## config.mk

```make
export PLATFORM = sky130hd
export DESIGN_NAME = ob_drain
export DESIGN_NICKNAME = d
export VERILOG_FILES = /design/src/rtl/ob_drain.sv
export SDC_FILE = /design/constraint.sdc
export NUM_CORES = 1
export LEC_CHECK = 0
export CAP_MARGIN = 20
export CORE_MARGIN = 2
export CORE_UTILIZATION = 45
export DETAILED_ROUTE_END_ITERATION = 7
export PLACE_DENSITY_LB_ADDON = 0.05
export SLEW_MARGIN = 20
export SYNTH_ARGS = -nofsm -noshare
export SYNTH_HDL_FRONTEND = slang
export SYNTH_SLANG_ARGS = --single-unit
export TNS_END_PERCENT = 10
```

## constraint.sdc

```tcl
create_clock -name clk_i -period 5.2 [get_ports clk_i]
set_clock_uncertainty 0.05 [all_clocks]
set_input_delay 1.56 -clock clk_i [delete_from_list [all_inputs] [get_ports clk_i]]
set_output_delay 1.56 -clock clk_i [all_outputs]
set_load 0.01 [all_outputs]
```

## src/rtl/ob_drain.sv

```systemverilog
// Output-buffer drain engine.
// Reads a run of rows from the output-buffer SRAM and streams them out over a
// valid/ready interface. A 2-entry skid FIFO absorbs the one-cycle read latency.
// Reads are credit-limited so the FIFO can never overflow under backpressure.
module ob_drain #(
    parameter int WIDTH  = 8,
    parameter int COL    = 4,
    parameter int O_SIZE = 256,
    localparam int AW    = $clog2(O_SIZE),
    localparam int DW    = COL * WIDTH
) (
    input  logic          clk_i,
    input  logic          rstn_i,
    input  logic          start_i,
    input  logic [AW-1:0] base_addr_i,
    input  logic [AW:0]   count_i,
    output logic          ob_mem_cenb_o,
    output logic          ob_mem_wenb_o,
    output logic [AW-1:0] ob_mem_addr_o,
    input  logic [DW-1:0] ob_mem_data_i,
    output logic          out_valid_o,
    input  logic          out_ready_i,
    output logic [DW-1:0] out_data_o,
    output logic          out_last_o,
    output logic          busy_o,
    output logic          done_o
);

    typedef enum logic [1:0] {
        StIdle,
        StRead,
        StFlush,
        StDone
    } state_t;

    state_t        r_state;
    logic [AW:0]   r_count;
    logic [AW:0]   r_issued;
    logic [AW-1:0] r_addr;
    logic          r_done;

    // One read may be in flight; it lands in the FIFO the cycle after issue.
    logic          r_inflight;
    logic          r_inflight_last;

    logic [DW-1:0] r_fifo_data [2];
    logic          r_fifo_last [2];
    logic          r_wr_ptr;
    logic          r_rd_ptr;
    logic [1:0]    r_fifo_cnt;

    logic          w_pop;
    logic          w_head_last;
    logic [2:0]    w_occ;
    logic          w_credit;
    logic          w_issue;
    logic          w_issue_last;
    logic [AW-1:0] w_addr_next;

    // Issue decision: projected FIFO occupancy after this cycle must leave room
    // for the read issued now.
    always_comb begin
        w_pop        = (r_fifo_cnt != 2'd0) && out_ready_i;
        w_head_last  = r_fifo_last[r_rd_ptr];
        w_occ        = {1'b0, r_fifo_cnt} + {2'b00, r_inflight} - {2'b00, w_pop};
        w_credit     = (w_occ < 3'd2);
        w_issue      = (r_state == StRead) && (r_issued != r_count) && w_credit;
        w_issue_last = w_issue && ((r_issued + 1'b1) == r_count);
        w_addr_next  = (r_addr == AW'(O_SIZE - 1)) ? '0 : r_addr + 1'b1;
    end

    // Control FSM with address/count bookkeeping and registered done pulse.
    always_ff @(posedge clk_i or negedge rstn_i) begin
        if (!rstn_i) begin
            r_state  <= StIdle;
            r_count  <= '0;
            r_issued <= '0;
            r_addr   <= '0;
            r_done   <= 1'b0;
        end else begin
            r_done <= (r_state == StDone);
            case (r_state)
                StIdle: begin
                    if (start_i) begin
                        r_count  <= count_i;
                        r_issued <= '0;
                        if (count_i == '0) begin
                            r_state <= StDone;
                        end else begin
                            r_state <= StRead;
                            r_addr  <= base_addr_i;
                        end
                    end
                end
                StRead: begin
                    if (w_issue) begin
                        r_issued <= r_issued + 1'b1;
                        if (w_issue_last) begin
                            // Address stays on the final row once all reads are out.
                            r_state <= StFlush;
                        end else begin
                            r_addr <= w_addr_next;
                        end
                    end
                end
                StFlush: begin
                    if (w_pop && w_head_last) begin
                        r_state <= StDone;
                    end
                end
                StDone: begin
                    r_state <= StIdle;
                end
                default: begin
                    r_state <= StIdle;
                end
            endcase
        end
    end

    // Track the read issued last cycle so its data is captured when valid.
    always_ff @(posedge clk_i or negedge rstn_i) begin
        if (!rstn_i) begin
            r_inflight      <= 1'b0;
            r_inflight_last <= 1'b0;
        end else begin
            r_inflight      <= w_issue;
            r_inflight_last <= w_issue_last;
        end
    end

    // Two-entry FIFO between SRAM read data and the output stream.
    always_ff @(posedge clk_i or negedge rstn_i) begin
        if (!rstn_i) begin
            for (int i = 0; i < 2; i++) begin
                r_fifo_data[i] <= '0;
                r_fifo_last[i] <= 1'b0;
            end
            r_wr_ptr   <= 1'b0;
            r_rd_ptr   <= 1'b0;
            r_fifo_cnt <= 2'd0;
        end else begin
            if (r_inflight) begin
                r_fifo_data[r_wr_ptr] <= ob_mem_data_i;
                r_fifo_last[r_wr_ptr] <= r_inflight_last;
                r_wr_ptr              <= ~r_wr_ptr;
            end
            if (w_pop) begin
                r_rd_ptr <= ~r_rd_ptr;
            end
            r_fifo_cnt <= r_fifo_cnt + {1'b0, r_inflight} - {1'b0, w_pop};
        end
    end

    // Output drive; memory strobes come straight from the issue decision.
    always_comb begin
        ob_mem_cenb_o = ~w_issue;
        ob_mem_wenb_o = 1'b1;
        ob_mem_addr_o = r_addr;
        out_valid_o   = (r_fifo_cnt != 2'd0);
        out_data_o    = r_fifo_data[r_rd_ptr];
        out_last_o    = (r_fifo_cnt != 2'd0) && r_fifo_last[r_rd_ptr];
        busy_o        = (r_state != StIdle);
        done_o        = r_done;
    end

endmodule
```

# == Word-level counts from Yosys, hierarchy flattened ==
# Cells that the tools add are included.
# op_classes
reduce_logical,16
bitwise_logic,5
n_eq_ne,12
mux,27
magnitude_cmp,4
addsub,6
# op_table
operator,n
2-to-1 mux 32 bit,4
bitwise mux 64 bit,1
2-to-1 mux 8 bit,5
demux 32 bit (select 1 bit),1
2-to-1 mux 9 bit,2
case mux 9 bit (2 select lines),1
case mux 8 bit (2 select lines),1
"inequality test 2 bit, second input constant",6
2-to-1 mux 2 bit,5
"adder 9 x 1 -> 9 bit, second input constant",1
== test 9 bit,1
logical NOT 9 bit,1
inequality test 9 bit,1
"adder 8 x 1 -> 8 bit, second input constant",1
"== test 8 bit, second input constant",1
case mux 2 bit (4 select lines),1
logical AND 1 bit,7
nonzero test 2 bit,3
AND reduction 5 bit,1
"== test 2 bit, second input constant",2
"greater-or-equal comparator 2 bit, second input constant",2
2-to-1 mux 1 bit,4
inverter 1 -> 2 bit,2
AND reduction 4 bit,1
other kinds (13),15
# totals
wordCells,84
out_inout_bits,46
ff_bits,101
in_bits,53

# == Logic depth before layout (Yosys ltp) ==
# Gate-level depths: netlist (run 1).
# logic_depth
ltp_word,9
depth_mapped,15
mapped_depth_nobuf,15

# == Worst setup path before layout (run 1) ==
# No wires, ideal clock.
# synth_path
path_kind,input to output
from,in out_ready_i
to,out ob_mem_cenb_o
required_time_ns,3.590
t_arrival_ns,3.239
stages,10
slack_ns,0.351
n_path_buf,0
cell_sequence,nand2_1 -> inv_1 -> ha_1 -> inv_1 -> ha_1 -> fa_1 -> xnor2_1 -> nor2_1 -> o41a_2 -> nand2_1
# synth_between
elab_chain_cells,5
# synth_rtl
item,line,rtl
start: declaration,22,"input logic out_ready_i,"
logical AND 1 bit,63,w_pop = (r_fifo_cnt != 2'd0) && out_ready_i;
via w_pop,52,logic w_pop;
subtractor 3 x 1 -> 3 bit,65,"w_occ = {1'b0, r_fifo_cnt} + {2'b00, r_inflight} - {2'b00, w_pop};"
less-than comparator 3 x 2 -> 1 bit,66,w_credit = (w_occ < 3'd2);
logical AND 1 bit,67,w_issue = (r_state == StRead) && (r_issued != r_count) && w_credit;
inverter 1 bit,157,ob_mem_cenb_o = ~w_issue;
end: declaration,17,"output logic ob_mem_cenb_o,"
# The timed path passes the listed nets, and every way through them passes these cells.

# == Worst setup path after layout (run 1) ==
# layout_path
from,in out_ready_i
to,out ob_mem_cenb_o
# layout_between
elab_chain_cells,5
# layout_rtl
item,line,rtl
logical AND 1 bit,63,
via w_pop,52,
subtractor 3 x 1 -> 3 bit,65,
via w_occ[1],54,logic [2:0] w_occ;
less-than comparator 3 x 2 -> 1 bit,66,
logical AND 1 bit,67,
inverter 1 bit,157,
# The timed path passes the listed nets, and every way through them passes these cells.

==> summary.md, run 1 <==
| Metric | Value |
|---|---|
| PnR worst setup slack | `roughly 0.14 ns` |
| Port buffer count | `97` |
| Max_slew headroom | `29.4%` |
| Die Ht | `111 µm` |
| Critical path type | `primary input to output pin` |
| FFs w/ async S/R, synth | `between 90% and 100%` |
| Maximum clock path buffer count | `2` |
| Fmax | `0.198 GHz` |
| Routed Antenna Nets | `0` |
| Vias in the first global route | `roughly 3800` |
| Pre-CTS setup slack | `-0.441 ns` |
| Critical-path cell list | `dlygate4sd2_1 > nand2_1 > inv_1 > ha_1 > inv_1 > ha_2 > fa_2 > nor2_4 > o41a_2 > nand2_2 > buf_6` |
| Critical Path Most Common Cell | `inv_1` |
| Post-synth EDFFs | `0` |
| Post-synth net total | `around 480` |
| Post-Syn Instances | `approximately 420` |
| Sequential fraction of the synthesis area | `49.4%` |
| Initial antenna violation count | `0` |
| Outcome | `finished clean` |
| YS warnings | `0` |
| CP peak stage delay | `0.47 ns` |
| Avg Inst Size Synth | `12.3 µm²` |
| Fin nets | `575` |
| Ys flop type | `dfrtp_1` |
| Worst-path clk slew | `0.07 ns` |
| Metal3 WL | `477 µm` |
| Share of cells above drive strength 1 | `30.8%` |
| IO Count | `a little under 100` |
| Setup-failing EPs final | `0` |
| Most frequent cells in the layout | `mux2_2, dfrtp_1, clkdlybuf4s50_1, nand2_1, inv_1` |
| Starting Density | `roughly 47%` |
| Clock sink count | `101` |
| Worst skew pair latency | `0.34 ns` |
| FF+latch count, synth | `101` |
| Slew @ Worst Pin | `1.06 ns` |
| Vias | `3522` |
| Congestion Overflow GR | `0` |
| Synth cell types | `65` |
| Slowest CP cell | `fa_2` |
| PwrDens | `644 mW/mm²` |
| # fillers | `941` |
| Synth area leaders | `dfrtp_1, mux2_2, nand2_1, xnor2_1, ha_1` |
| Vias per cell | `5.37` |
| Core area | `0.0110 mm²` |
| Routed wire length | `11100 µm` |
| Post-CTS Setup Repair Bufs | `0` |
| Peak supply drop | `0.318 mV` |
| WP data arrival | `between 3 and 4 ns` |
| Die W | `around 110 µm` |
| Critical path endpoint category | `output pin` |
| Share of the synthesized area in the top cell type | `49.4%` |
| Root buf cell | `clkbuf_16` |
| Hold violation total from the final report | `0` |
| # diodes | `0` |
| CP required | `about 3.6 ns` |
| CTS tree | `yes` |
| H-tree levels | `3` |
| Largest net degree at the start of global routing | `78` |
| Iteration-0 DRC Markers | `149` |
| Pre-Repair DR Iteration Count | `4` |
| CP startpoint kind | `primary input` |
| Slew Viols, Final | `0` |
| Top Layer Used | `met4` |
| Drt wl/cell | `16.9 µm` |
| Leading cell type in the layout, fill and taps excluded | `mux2_2` |
| Mapped cell area | `0.00512 mm²` |
| Met1 wire length | `4940 µm` |
| Layout overhead on the synthesized area | `28.2%` |
| Final critical-path share of the clock period | `97.3%` |
| DRC | `0` |
| TritonCTS Buffers | `9` |
| RePlAce Congestion | `about 0.83` |
| Met2 wire len | `~5600 µm` |
| CP Max Fanout | `2` |
| Hold/Removal Path Class | `register to register` |
| Fin util | `59.7%` |
| Post-DP HPWL | `7740 µm` |
| Pleak | `approximately 2.7 nW` |
| Die ar. | `0.0122 mm²` |
| First-pass GRT wire length | `18800 µm` |
| Period minus WS final | `5.06 ns` |
| Max_cap viols | `0` |
| Total GRT Usage | `about a fifth` |
| Number of core rows | `38` |
| Overall power | `~4.2 mW` |
| Synth area leader | `dfrtp_1` |
-- cells by family (layout without fill, tap and decap cells) --
group,Yosys count,count (layout),share of synthesized area (%)
DFF,101,101,49.4
xor gates and xnor gates,17,17,3.06
buffers and inverters,35,135,2.79
muxes,114,114,25.1
AOI/OAI and AO/OA,59,59,9.07
other,1,1,0.0733
adders and majority gates,10,10,2.59
and+or+nand+nor,79,79,7.92
-- stage by stage --
stage / instance area, µm² / instances / setup TNS (ns) / hold slack, ns
global placement: 6240 / 640 / -0.433 / 0.431
global route: 6560 / 656 / -0.00378 / 0.465
detailed placement: 6240 / 640 / -0.441 / 0.437
floorplan: 5120 / 416 / 0 / 0.413
finish: 6560 / 656 / 0 / 0.454
CTS: 6530 / 655 / 0 / 0.456
-- sequential cells by signal, indices dropped and copies added (netlist names) --
signal,count
r_fifo_data,64
r_count,9
r_issued,9
ob_mem_addr_o,8
r_fifo_cnt,2
r_fifo_last,2
r_state,2
done_o,1
r_inflight,1
r_inflight_last,1
r_rd_ptr,1
r_wr_ptr,1
-- critical path, delay by kind of cell --
kind / cells / cell delay (ns)
simple gates: 3 / 0.30
compound gates: 1 / 0.16
fa+ha+maj: 3 / 0.92
buf+inv: 4 / 0.51
-- what timing repair did --
| item | CTS | global route |
|---|---|---|
| pin swaps | 5 | 1 |
| endpoints found under the setup margin | 1 | 1 |
| gates resized for setup | 11 | 1 |
| hold buffers | 0 | 0 |
-- cell usage after synthesis, types with 5 or more instances --
cell type	instances
mux2_2	108
dfrtp_1	101
nand2_1	31
inv_1	15
nor2_1	15
o21ai_0	13
xnor2_1	13
a21oi_1	10
clkbuf_1	10
ha_1	9
buf_1	5
-- where the power goes --
part	switching (mW)	internal, mW
clock network	0.303	0.327
registers	0.246	1.15
logic	0.944	1.25
total	1.49	2.73
-- routing by layer --
metal  track usage [%]  vias to the layer above
met5                 0                        -
met4              3.75                        0
met3              4.48                        8
met2              33.2                      100
met1              23.5                     1724
li1                  -                     1690
-- final timing paths --
check | start | to | slack (ns) | cells after the start
max | out_ready_i | ob_mem_cenb_o | 0.14 | 11
min | r_fifo_data[13] | r_fifo_data[13] | 0.45 | 1
max reg2reg | r_fifo_cnt[1] | r_issued[5] | 1.92 | 15
min reg2reg | r_fifo_data[13] | r_fifo_data[13] | 0.45 | 1
max in group asynchronous | rstn_i | r_fifo_data[21] | 3.05 | 3
min in group asynchronous | rstn_i | r_fifo_data[49] | 1.07 | 1
-- final cells by class --
type | count | area [µm²] | share of cell area (%)
Clock inverter | 6 | 48.8 | 0.744
Timing Repair Buffer | 105 | 1050 | 16.0
Clock buffer | 9 | 225 | 3.43
Sequential cell | 101 | 2530 | 38.5
Tap cell | 140 | 175 | 2.67
Inverter | 15 | 56.3 | 0.858
Multi-Input combinational cell | 280 | 2480 | 37.8
No activity file was read; power rests on OpenSTA's default activity.
==> inputs of run 2 (changes only) <==
--- a/config.mk
+++ b/config.mk
@@ -9,8 +9,8 @@
 export CORE_MARGIN = 2
 export CORE_UTILIZATION = 45
 export DETAILED_ROUTE_END_ITERATION = 7
-export PLACE_DENSITY_LB_ADDON = 0.05
-export SLEW_MARGIN = 20
+export PLACE_DENSITY_LB_ADDON = 0.3
+export SLEW_MARGIN = 40
 export SYNTH_ARGS = -nofsm -noshare
 export SYNTH_HDL_FRONTEND = slang
 export SYNTH_SLANG_ARGS = --single-unit
==> run 2 against run 1 <==
Against the previous run:
- flip-flop and latch count unchanged
- sequential share of layout area down 0.99 points
- critical path depth grew 17
- via count increased by 5.3%
- clock power is 12% higher
- setup slack better by 0.013 ns
- highest routed layer unchanged
- combinational power increased by 12%
- die area did not move
==> summary.md, run 2 (same netlist as run 1, synthesis figures left out) <==
| Metric | Value |
|---|---|
| RePlAce Congestion | `0.918` |
| Final worst hold slack | `~0.45 ns` |
| Pre-Repair DR Iteration Count | `4` |
| Period minus WS final | `~5.0 ns` |
| Vias per cell | `5.49` |
| Gate power share | `a little over half` |
| Critical Path Most Common Cell | `buf_4` |
| Vias in the first global route | `3997` |
| Port buffer count | `97` |
| Drt wl/cell | `17.0 µm` |
| Maximum clock path buffer count | `2` |
| Sw Pwr | `1.56 mW` |
| Int Power | `3.01 mW` |
| Root buf cell | `clkbuf_16` |
| Congestion Overflow GR | `0` |
| Total GRT Usage | `between 10% and 20%` |
| Clock sink count | `101` |
| Largest regs | `r_fifo_data (64), r_count (9), r_issued (9)` |
| Fmax | `0.198 GHz` |
| H-tree levels | `3` |
| Hold violation total from the final report | `0` |
| Routed Antenna Nets | `0` |
| CP top delay family | `buffers and inverters` |
| Peak supply drop | `roughly 0.38 mV` |
| Vias | `3708` |
| Cts hold-fix bufs | `0` |
| Share of cells above drive strength 1 | `32.7%` |
| # fillers | `roughly 880` |
| Slowest CP cell | `fa_2` |
| CP Max Fanout | `8` |
| Die W | `111 µm` |
| Most frequent cells in the layout | `mux2_2, dfrtp_1, clkdlybuf4s50_1, nand2_1, buf_4` |
| Iteration-0 DRC Markers | `about 190` |
| Max_slew headroom | `48.7%` |
| Critical path type | `primary input to register` |
| Largest net degree at the start of global routing | `75` |
| IO Count | `99` |
| WP data arrival | `between 5 and 6 ns` |
| Slew Viols, Final | `0` |
| TritonCTS Buffers | `9` |
| Layout overhead on the synthesized area | `31.5%` |
| Hold/Removal Path Class | `register to register` |
| RSZ-0062 raised after global routing | `false` |
| Initial antenna violation count | `0` |
| Slew @ Worst Pin | `0.767 ns` |
| First-pass GRT wire length | `between 15000 and 20000 µm` |
| Routed wire length | `about 11000 µm` |
| Die ar. | `0.0122 mm²` |
| Setup-failing EPs final | `0` |
| DRC | `0` |
| Final critical-path share of the clock period | `a little over nine tenths` |
| Pleak | `2.82 nW` |
| Post-DP HPWL | `about 8000 µm` |
| CTS tree | `yes` |
| CP peak stage delay | `0.37 ns` |
| Worst-path clk slew | `0.06 ns` |
| Die Ht | `about 110 µm` |
| PwrDens | `approximately 680 mW/mm²` |
| Starting Density | `46.6%` |
| Outcome | `finished clean` |
| Core area | `0.0110 mm²` |
| Fin nets | `593` |
| CP startpoint kind | `primary input` |
| Clock share of power | `between 10% and 20%` |
| CP required | `5.38 ns` |
| Leading cell type in the layout, fill and taps excluded | `mux2_2` |
| # diodes | `0` |
| Max reg flops | `64` |
| Buffer and inverter count on the worst path | `18` |
| Worst skew pair latency | `0.34 ns` |
| Number of core rows | `38` |
| Largest register by flop count | `r_fifo_data` |
| Critical path endpoint category | `register` |
| Flop pwr share | `between 30% and 40%` |
| Switch share | `34.1%` |
| Overall power | `4.57 mW` |
| Max_cap viols | `0` |
-- run 2: power by group through the flow --
stage	clock, mW	combinational (mW)	sequential, mW
detailed placement	0	2.21	1.41
finish	0.706	2.47	1.39
global route	0.758	2.66	1.44
global placement	0	2.14	1.37
CTS	0.729	2.44	1.39
floorplan	0	1.40	1.33
-- run 2: layout make-up --
cell class	instances	area, µm²	area share, %
sequential	101	2530	37.5
tap	140	175	2.60
clock buffer	12	236	3.51
clock inverter	4	72.6	1.08
multi-input combinational	280	2480	36.9
timing repair buffer	123	1180	17.6
inverter	15	56.3	0.836
-- run 2: repair_timing --
action                     4_1_cts  5_1_grt
cloned                           0        0
resized for setup                8        6
setup buffers                   17        0
pin swaps                        4        4
setup endpoints to repair        1       11
-- run 2: per-stage QoR --
| stage | util, % | setup TNS [ns] | setup slack [ns] | cell area [µm²] | instances |
|---|---|---|---|---|---|
| 6_report | 61.3 | 0 | 0.154 | 6730 | 675 |
| 5_1_grt | 61.3 | 0 | 0.0202 | 6730 | 675 |
| 4_1_cts | 61.1 | -0.0259 | -0.0148 | 6710 | 675 |
| 3_5_place_dp | 57.1 | -0.437 | -0.437 | 6270 | 642 |
| 3_3_place_gp | 56.8 | -0.400 | -0.400 | 6240 | 640 |
| 2_1_floorplan | - | 0 | 0.351 | 5120 | 416 |
-- run 2: path summary, 6_finish.rpt --
| path | end | start | slack, ns | cells after the start |
|---|---|---|---|---|
| worst max-delay path | r_issued[6] | out_ready_i | 0.15 | 28 |
| worst min-delay path | r_fifo_data[25] | r_fifo_data[25] | 0.45 | 1 |
| min in group asynchronous | r_fifo_data[14] | rstn_i | 1.19 | 1 |
| max in group asynchronous | r_count[5] | rstn_i | 3.07 | 2 |
| worst min register to register | r_fifo_data[25] | r_fifo_data[25] | 0.45 | 1 |
| worst max register to register | r_issued[6] | r_fifo_cnt[1] | 0.87 | 29 |
-- run 2: routing by layer --
layer,track usage (%),vias to the layer above,routed length (µm)
met5,0,-,0
met4,4.75,0,121
met3,5.36,10,583
met2,33.3,134,5780
met1,24.4,1842,5000
li1,-,1722,-
